File: src/rtl/spi_ad_seq_ctrl.sv
// rtl/spi_ad_seq_ctrl.sv - ADC serial-port sequencer: init table walk with read-back verify, then host access arbiter
module spi_ad_seq_ctrl #(
  parameter int NUM_REGS  = 16,
  parameter int PULSE_LEN = 4,
  parameter int TIMEOUT   = 1023
) (
  input  logic        CLK,
  input  logic        RST_n,
  input  logic        Start,
  output logic [7:0]  Tbl_Idx,
  input  logic [21:0] Tbl_Entry,
  input  logic        Host_Req,
  input  logic        Host_RW,
  input  logic [12:0] Host_Addr,
  input  logic [7:0]  Host_Data,
  output logic        Host_Ack,
  output logic [7:0]  Host_Q,
  output logic        New_Word,
  output logic [12:0] Addr,
  output logic [7:0]  Data,
  output logic        RW,
  input  logic        Over,
  input  logic [7:0]  q,
  output logic        Busy,
  output logic        Init_Done,
  output logic        Error,
  output logic [7:0]  Err_Idx
);

  localparam int TW = ($clog2(TIMEOUT + 1) > 10) ? $clog2(TIMEOUT + 1) : 10;
  localparam int PW = $clog2(PULSE_LEN + 1);
  localparam logic [TW-1:0] T_MAX  = TW'(TIMEOUT);
  localparam logic [PW-1:0] P_LAST = PW'(PULSE_LEN - 1);
  localparam logic [7:0]    T_LAST = 8'(NUM_REGS - 1);

  typedef enum logic [2:0] {
    S_IDLE, S_LOAD, S_PULSE, S_WAIT_CLR, S_WAIT_OVER, S_FINISH, S_ERR, S_DONE
  } state_t;

  state_t        state;
  logic          ov_s1, ovs, src_host;
  logic [PW-1:0] pcnt;
  logic [TW-1:0] tcnt;
  logic          timed_out;

  assign timed_out = (tcnt >= T_MAX);

  always_ff @(posedge CLK or negedge RST_n) begin
    if (!RST_n) begin
      state     <= S_IDLE;
      ov_s1     <= 1'b0;
      ovs       <= 1'b0;
      src_host  <= 1'b0;
      pcnt      <= '0;
      tcnt      <= '0;
      Tbl_Idx   <= 8'h00;
      Host_Ack  <= 1'b0;
      Host_Q    <= 8'h00;
      New_Word  <= 1'b0;
      Addr      <= 13'h0000;
      Data      <= 8'h00;
      RW        <= 1'b0;
      Busy      <= 1'b0;
      Init_Done <= 1'b0;
      Error     <= 1'b0;
      Err_Idx   <= 8'h00;
    end else begin
      Host_Ack <= 1'b0;
      ov_s1    <= Over;
      ovs      <= ov_s1;
      case (state)
        S_IDLE: begin
          if (Start) begin
            Tbl_Idx   <= 8'h00;
            src_host  <= 1'b0;
            Error     <= 1'b0;
            Err_Idx   <= 8'h00;
            Init_Done <= 1'b0;
            Busy      <= 1'b1;
            state     <= S_LOAD;
          end
        end
        S_LOAD: begin
          RW       <= Tbl_Entry[21];
          Addr     <= Tbl_Entry[20:8];
          Data     <= Tbl_Entry[7:0];
          New_Word <= 1'b1;
          pcnt     <= '0;
          tcnt     <= '0;
          state    <= S_PULSE;
        end
        S_PULSE: begin
          if (pcnt == P_LAST) begin
            New_Word <= 1'b0;
            state    <= S_WAIT_CLR;
          end else begin
            pcnt <= pcnt + 1'b1;
          end
        end
        // Error is raised on the timeout edge itself so it lands TIMEOUT+1 cycles after New_Word falls.
        S_WAIT_CLR, S_WAIT_OVER: begin
          if (timed_out) begin
            Error   <= 1'b1;
            Err_Idx <= src_host ? 8'hFF : Tbl_Idx;
            state   <= S_ERR;
          end else begin
            tcnt <= tcnt + 1'b1;
            if (state == S_WAIT_CLR && !ovs)
              state <= S_WAIT_OVER;
            else if (state == S_WAIT_OVER && ovs)
              state <= S_FINISH;
          end
        end
        S_FINISH: begin
          if (src_host) begin
            if (RW) Host_Q <= q;
            Host_Ack <= 1'b1;
            Busy     <= 1'b0;
            state    <= S_DONE;
          end else if (RW && (q != Data)) begin
            Error   <= 1'b1;
            Err_Idx <= Tbl_Idx;
            state   <= S_ERR;
          end else if (Tbl_Idx == T_LAST) begin
            Init_Done <= 1'b1;
            Busy      <= 1'b0;
            state     <= S_DONE;
          end else begin
            Tbl_Idx <= Tbl_Idx + 1'b1;
            state   <= S_LOAD;
          end
        end
        S_ERR: begin
          Busy  <= 1'b0;
          state <= S_IDLE;
        end
        S_DONE: begin
          if (Host_Req) begin
            Addr     <= Host_Addr;
            Data     <= Host_Data;
            RW       <= Host_RW;
            src_host <= 1'b1;
            New_Word <= 1'b1;
            pcnt     <= '0;
            tcnt     <= '0;
            Busy     <= 1'b1;
            state    <= S_PULSE;
          end
        end
        default: state <= S_IDLE;
      endcase
    end
  end

endmodule

File: config.mk
export PLATFORM = sky130hd
export DESIGN_NAME = spi_ad_seq_ctrl
export DESIGN_NICKNAME = d
export VERILOG_FILES = /design/src/rtl/spi_ad_seq_ctrl.sv
export SDC_FILE = /design/constraint.sdc
export NUM_CORES = 1
export LEC_CHECK = 0
export CORE_ASPECT_RATIO = 1.4
export CORE_MARGIN = 2
export CORE_UTILIZATION = 35
export CTS_BUF_LIST = sky130_fd_sc_hd__clkbuf_16
export DETAILED_ROUTE_END_ITERATION = 16
export SLEW_MARGIN = 20
export SYNTH_ARGS = -nofsm -noshare
export SYNTH_HDL_FRONTEND = slang
export SYNTH_SLANG_ARGS = --single-unit
File: constraint.sdc
create_clock -name CLK -period 3.5 [get_ports CLK]
set_input_delay 0.7 -clock CLK [delete_from_list [all_inputs] [get_ports CLK]]
set_output_delay 0.7 -clock CLK [all_outputs]
set_load 0.05 [all_outputs]
==> metrics.txt, run 1 <==
status finished clean; design area 5100 um2; vias in the first global route 3095; Worst VDD drop 0.438 mV; CTS tree yes; largest net degree at the start of global routing 50; I/O Pins 108; Fmax 400 MHz; register area share after synthesis 48.4%; placed cell areas 4810 um2; Synth top area share 48.4%; Crit. End Element flop; final wirelength 9.28 mm; Final Util 51.0%; Tot Pwr 5.09 mW; reg2reg setup slack 1.11 ns; Port-buffer cells 107; flops & latches, synth 70; Main synth FF type dfrtp_1; Mapped Cells 366; Final HPWL DP 7.08 mm; Via-to-Cell Ratio 5.12; final worst setup slack 1.00 ns; post-CTS sizing 0; syn avg cell area 9.89 um2; Worst Path Required 3.68 ns; placer congestion estimate 0.894; CTS Hold Buffers Added 0; CP Class in -> reg; combinational power share 53.7%; commonest non-fill, non-tap cells in the layout clkdlybuf4s50_1 (106), dfrtp_1 (70), nand2_1 (50), mux2i_1 (29), nor2_1 (22); router iterations before antenna repair 4; CTS Buf Count 9; proportion of synthesized area in mux cells 10.8%; post-synth cell types 55; Worst-Skew Late Latency 0.34 ns; share of cells above drive strength 1 6.51%; Post-Synth XOR/XNOR Area 2.42%; skew final 0.00646 ns; cell taking the most area after synthesis dfrtp_1; initial core utilization 36.2%; Slew Viols, Final 0; Int Pwr 2.63 mW; CP Max Fanout 9; core footprint 10000 um2; Cell Rows 43; Hold WC Path Type in -> async; simple-gate share of the synthesized area 15.7%; Tcrit/Tclk final 71.4%; # DRC 0; Final ANT Viol Nets 0; RSZ-0062 raised after global routing false; gr usage total 17.4%; mean routed wirelength per cell 15.2 um; Die H 124 um; maxcap violations 0; Sw Pwr 2.46 mW; Power Dens Cells 999 nW/um2; fin crit period 2.50 ns; CP Launch Type primary input; leakage power 2.21 nW; EDFF count, synth 0; Setup Viol. Count Final 0; synth top area cells dfrtp_1 (48%), mux2i_1 (8.0%), nand2_1 (5.2%), o21ai_0 (2.6%), mux2_1 (2.5%); postcts setup bufs 0; commonest non-fill, non-tap cell in the layout clkdlybuf4s50_1; Nets 532; fin cells 611; Worst-path clk slew 0.06 ns; Via Count 3127; adder-cell area share of the yosys netlist 1.38%; setup_tns 0 ns; Synth Net Count 427; Clk pwr share 17.4%; largest family of logic cells by synthesized area compound AO/OA/AOI/OAI gates; DRT iter0 DRCs 132; setup slack at placement 0.644 ns; Post-synth ARST share 100%; clock sink count 70; die width 89.9 um; Reg-to-Reg Start state[0]; critical path arrival 2.68 ns; Mapped Area 3620 um2; Max clock buf depth 2; Max transition margin 49.1%; R2R Path End Tbl_Idx[5]; switch share 48.3%; Area Overhead vs Synth 41.0%; Flop pwr share 29.0%; YS warnings 0; gr ovfl total 0; Worst-Margin Slew 0.763 ns; Hold Vio Cnt, Final 0; ANT cells 0; WHS 0.328 ns; die area 11200 um2; initial antenna violation count 0; Synth Area in Compound Gates 17.3%; Inst Count DP 595; r2r worst-path depth 5; # H-tree levels 3; global-route wire length before repair 15.5 mm; Root Driver clkbuf_16
[area by class of cell]
type / count / area, um2
clock buffer: 9 / 225
clock inverter: 7 / 66.3
fill: 958 / 4910
inverter: 18 / 67.6
multi-input combinational: 261 / 1730
sequential: 70 / 1750
tap: 135 / 169
timing repair buffer: 111 / 1100
[state kept, by name, summed over array words and instances (netlist names), 3 cells and up]
signal   cells
Addr        13
Data         8
Err_Idx      8
Host_Q       8
Tbl_Idx      8
pcnt         3
state        3
tcnt        10
[cells in the mapped netlist, types with 2 or more instances]
library cell,n
mux2_1,8
and2_1,2
nor3_1,7
clkbuf_1,7
a22oi_1,2
nor4_1,2
o21ai_1,16
nand4_1,6
nand3_1,9
dfrtp_1,70
o221ai_1,3
a32o_1,2
a21oi_1,11
mux2i_1,29
a211oi_2,2
ha_1,4
nor2_1,22
o21ai_0,19
o311ai_0,2
o21a_1,2
xnor2_1,10
and3_1,4
or3_1,3
and3b_1,2
a22o_1,4
buf_2,3
buf_4,3
nand2_1,50
a2111o_1,2
inv_1,16
o22ai_1,10
buf_1,4
nand2b_1,6
a221o_1,2
nor2b_1,2
[power groups by stage]
stage	clock network, mW	registers, mW	logic [mW]
2_1_floorplan	0	2.25	1.09
3_3_place_gp	0	1.48	2.73
3_5_place_dp	0	1.49	2.75
4_1_cts	0.907	1.48	2.76
5_1_grt	0.945	1.53	2.95
6_report	0.884	1.48	2.73
[how the worst max path moves through the flow]
stage                          start         end  slack [ns]  cells after the start
after global routing            q[1]  Err_Idx[2]        0.88                      6
after detailed placement        q[2]  Err_Idx[2]        0.64                      6
after CTS                       q[2]  Err_Idx[2]        1.00                      6
after global placement          q[1]  Err_Idx[2]        0.75                      6
final                           q[2]  Err_Idx[2]         1.0                      6
after floorplan           Tbl_Idx[0]  Tbl_Idx[7]        1.19                      7
[cell families after synthesis]
kind of cell,count (synthesis)
and+or+nand+nor,119
AOI/OAI and AO/OA,90
DFF,70
muxes,38
buffers and inverters,35
xor gates and xnor gates,10
adders and majority gates,4
[critical path, cell delays in order]
cell             delay (ns)
clkdlybuf4s50_1        0.51
xnor2_1                0.13
nand4_1                0.18
o21a_1                 0.31
a32oi_1                0.65
o22ai_1                0.20
[layer usage]
| layer | global-route usage (%) | wire [um] | vias up |
|---|---|---|---|
| met2 | 29.5 | 4740 | 111 |
| met5 | 0 | 0 | - |
| met4 | 8.05 | 246 | 0 |
| met1 | 20.1 | 3740 | 1472 |
| met3 | 5.02 | 546 | 16 |
| li1 | - | - | 1528 |
Power figures use the tool's default switching activity.
==> run 2, diff against run 1 <==
clock period = 2.3 ns   (was 3.5 ns; I/O delays follow)
==> metrics.txt, run 2 (synthesized netlist as in run 1, its figures left out) <==
skew final 0.00572 ns; global-route wire length before repair 15.9 mm; Worst-Skew Late Latency 0.34 ns; RSZ-0062 raised after global routing false; Buf/Inv on CP 1; initial antenna violation count 0; CTS tree yes; postcts setup bufs 0; Worst VDD drop 0.663 mV; Worst-path clk slew 0.05 ns; router iterations before antenna repair 6; status finished clean; fin crit period 2.20 ns; setup_tns 0 ns; gr usage total 17.8%; Hold WC Path Type in -> async; Slew Viols, Final 0; Via Count 3163; die area 11200 um2; leakage power 2.28 nW; max FFs per register 13; mean routed wirelength per cell 15.3 um; Worst Path Required 1.84 ns; critical path arrival 1.74 ns; biggest regs Addr: 13 flops, tcnt: 10 flops; die width 89.9 um; r2r worst-path depth 6; gr ovfl total 0; commonest non-fill, non-tap cells in the layout clkdlybuf4s50_1 (106), dfrtp_1 (69), nand2_1 (50), mux2i_1 (29), nor2_1 (22); # H-tree levels 3; Max clock buf depth 2; placer congestion estimate 0.879; delay-heaviest family, CP buffers and inverters; Nets 545; DRT iter0 DRCs 137; Critical Path Stages 1; CP Launch Type flop; CTS Hold Buffers Added 0; Final Util 52.1%; Tot Pwr 7.93 mW; vias in the first global route 3185; Root Driver clkbuf_16; Power Dens Cells 1520 nW/um2; maxcap violations 0; Via-to-Cell Ratio 5.07; Final HPWL DP 7.25 mm; Die H 124 um; Area Overhead vs Synth 44.1%; # DRC 0; CTS Buf Count 9; Reg with most FFs Addr; largest net degree at the start of global routing 71; share of cells above drive strength 1 8.79%; Max transition margin 58.2%; post-CTS sizing 0; initial core utilization 36.2%; Setup Viol. Count Final 0; Hold Vio Cnt, Final 0; commonest non-fill, non-tap cell in the layout clkdlybuf4s50_1; core footprint 10000 um2; final wirelength 9.55 mm; clock sink count 70; CP Class reg -> out; Fmax 455 MHz; Crit. End Element primary output; I/O Pins 108; Tcrit/Tclk final 95.6%; Cell Rows 43; max incr delay on CP 0.87 ns; ANT cells 0; Final ANT Viol Nets 0; Worst-Margin Slew 0.626 ns; Port-buffer cells 107; Crit-path slowest cell clkdlybuf4s50_1; CP Max Fanout 8; Critical Path, Cell by Cell clkdlybuf4s50_1
==> run 2: power breakdown <==
group          total [mW]  leakage, nW  switching (mW)  internal, mW
Combinational        4.45         1.25            2.83          1.62
Clock                1.32        0.139           0.498         0.819
Sequential           2.17        0.890           0.458          1.71
==> run 2: layer usage <==
layer | track usage (%) | up-vias | part of all wire [%]
met5 | 0 | - | 0
met4 | 9.50 | 0 | 3.2
met3 | 3.45 | 17 | 4.8
met2 | 31.5 | 106 | 52
met1 | 20.1 | 1488 | 40
li1 | - | 1552 | -
==> run 2: layout make-up <==
class	instances	area [um2]
Sequential cell	70	1750
Multi-Input combinational cell	261	1730
Tap cell	135	169
Timing Repair Buffer	124	1220
Clock inverter	7	55.1
Inverter	18	67.6
Fill cell	938	4790
Clock buffer	9	225
==> run 2: worst paths after layout <==
| check | slack (ns) | start | to |
|---|---|---|---|
| worst min register to register | 0.35 | ov_s1 | ovs |
| min in group CLK | 0.35 | ov_s1 | ovs |
| worst min-delay path | 0.13 | RST_n | pcnt[1] |
| worst max register to register | 0.17 | tcnt[0] | Err_Idx[2] |
| max in group asynchronous | 1.83 | RST_n | Tbl_Idx[0] |
| worst max-delay path | 0.10 | Tbl_Idx[6] | Tbl_Idx[6] |
==> run 2: per-stage QoR <==
stage	hold WS, ns	area (um2)	instances	setup slack, ns
final	0.134	5210	624	0.102
after global routing	0.174	5210	624	0.0199
after CTS	0.154	5210	624	0.0814
after detailed placement	0.337	4930	608	-0.0692
after global placement	0.341	4930	608	0.0111
after floorplan	0.164	3620	366	0.00592
==> run 3, diff against run 2 <==
REMOVE_ABC_BUFFERS = 1   (was not set)
SETUP_SLACK_MARGIN = 0.02   (was not set)
==> metrics.txt, run 3 (synthesized netlist as in run 1, its figures left out) <==
reg2reg setup slack 0.18 ns; Via Count 3180; Nets 547; largest net degree at the start of global routing 52; Final HPWL DP 7.59 mm; I/O Pins 108; share of cells above drive strength 1 8.37%; Worst Path Required 1.84 ns; Flop pwr share 26.9%; CTS tree yes; fin crit period 2.20 ns; commonest non-fill, non-tap cell in the layout clkdlybuf4s50_1; CTS Buf Count 9; commonest non-fill, non-tap cells in the layout clkdlybuf4s50_1 (106), dfrtp_1 (70), nand2_1 (50), mux2i_1 (29), nor2_1 (22); router iterations before antenna repair 4; max FFs per register 13; delay-heaviest family, CP buffers and inverters; placer congestion estimate 0.848; DRT iter0 DRCs 153; Max clock buf depth 2; Power Dens Cells 1520 nW/um2; Area Overhead vs Synth 44.4%; Critical Path Stages 1; Worst-Skew Late Latency 0.33 ns; gr ovfl total 0; placed cell areas 4940 um2; vias in the first global route 3210; Inst Count DP 610; RSZ-0062 raised after global routing false; fin cells 625; final worst setup slack 0.0956 ns; Cell Rows 43; CP Launch Type flop; CP Class reg -> out; switch share 47.4%; Root Driver clkbuf_16; Via-to-Cell Ratio 5.09; core footprint 10000 um2; Max transition margin 62.9%; r2r worst-path depth 6; Worst VDD drop 0.533 mV; Tcrit/Tclk final 95.8%; leakage power 2.30 nW; Reg with most FFs Addr; CP Max Fanout 8; Int Pwr 4.18 mW; # DRC 0; Setup crit end Tbl_Idx[6]; Die H 124 um; setup slack at placement -0.0529 ns; skew final 0.00974 ns; biggest regs Addr: 13 flops, tcnt: 10 flops; Port-buffer cells 107; initial core utilization 36.2%; combinational power share 57.0%; Tot Pwr 7.95 mW; Setup Viol. Count Final 0; Critical Path, Cell by Cell clkdlybuf4s50_1; max incr delay on CP 0.88 ns; initial antenna violation count 0; Clk pwr share 16.1%; global-route wire length before repair 16.3 mm; R2R Path End Tbl_Idx[7]; die width 89.9 um; Worst-path clk slew 0.05 ns; status finished clean; Crit-path slowest cell clkdlybuf4s50_1; Fmax 454 MHz; mean routed wirelength per cell 15.6 um; Crit. End Element primary output; design area 5220 um2; Sw Pwr 3.77 mW; maxcap violations 0; Worst Setup SP Tbl_Idx[6]; WHS 0.0826 ns; Worst-Margin Slew 0.554 ns; ANT cells 0; clock sink count 70; critical path arrival 1.74 ns; Slew Viols, Final 0; Filler cells 944; die area 11200 um2; Reg-to-Reg Start Tbl_Idx[0]; final wirelength 9.76 mm; Final ANT Viol Nets 0; # H-tree levels 3; gr usage total 18.2%; setup_tns 0 ns; Hold WC Path Type in -> async; Hold Vio Cnt, Final 0; Final Util 52.2%; Buf/Inv on CP 1
run 3: metal layers:
layer	routed length [um]	GRT usage, %	vias up	part of all wire [%]
met5	0	0	-	0
met4	282	7.24	0	2.9
met3	475	4.60	23	4.9
met2	5310	32.4	103	54
met1	3690	20.8	1497	38
li1	-	-	1557	-
run 3: how the worst min path moves through the flow:
stage                            end  slack, ns  cells after the start
after floorplan              Addr[0]       0.16                      0
after global placement           ovs       0.33                      0
after detailed placement         ovs       0.33                      0
after CTS                 Err_Idx[0]        0.1                      1
after global routing      Err_Idx[0]       0.12                      1
final                     Err_Idx[0]       0.08                      1
run 3: layout make-up:
| type | instances | area, um2 | share of cell area, % |
|---|---|---|---|
| flip-flops and latches | 70 | 1750 | 33.5 |
| clock buffers | 9 | 225 | 4.31 |
| repair buffers | 126 | 1230 | 23.6 |
| well taps | 135 | 169 | 3.23 |
| inverters | 18 | 67.6 | 1.29 |
| clock inverters | 6 | 48.8 | 0.934 |
| multi-input cells | 261 | 1730 | 33.1 |
run 3: timing repair:
action	in CTS	in global routing
hold buffers	0	0
resized for setup	0	1
setup endpoints to repair	0	8
setup buffers	0	0
run 3: power groups by stage:
stage          sequential, mW  combinational, mW  clock (mW)
2_1_floorplan            3.50               1.50           0
3_3_place_gp             2.16               4.49           0
3_5_place_dp             2.16               4.54           0
4_1_cts                  2.15               4.55        1.31
5_1_grt                  2.22               4.88        1.37
6_report                 2.14               4.53        1.28
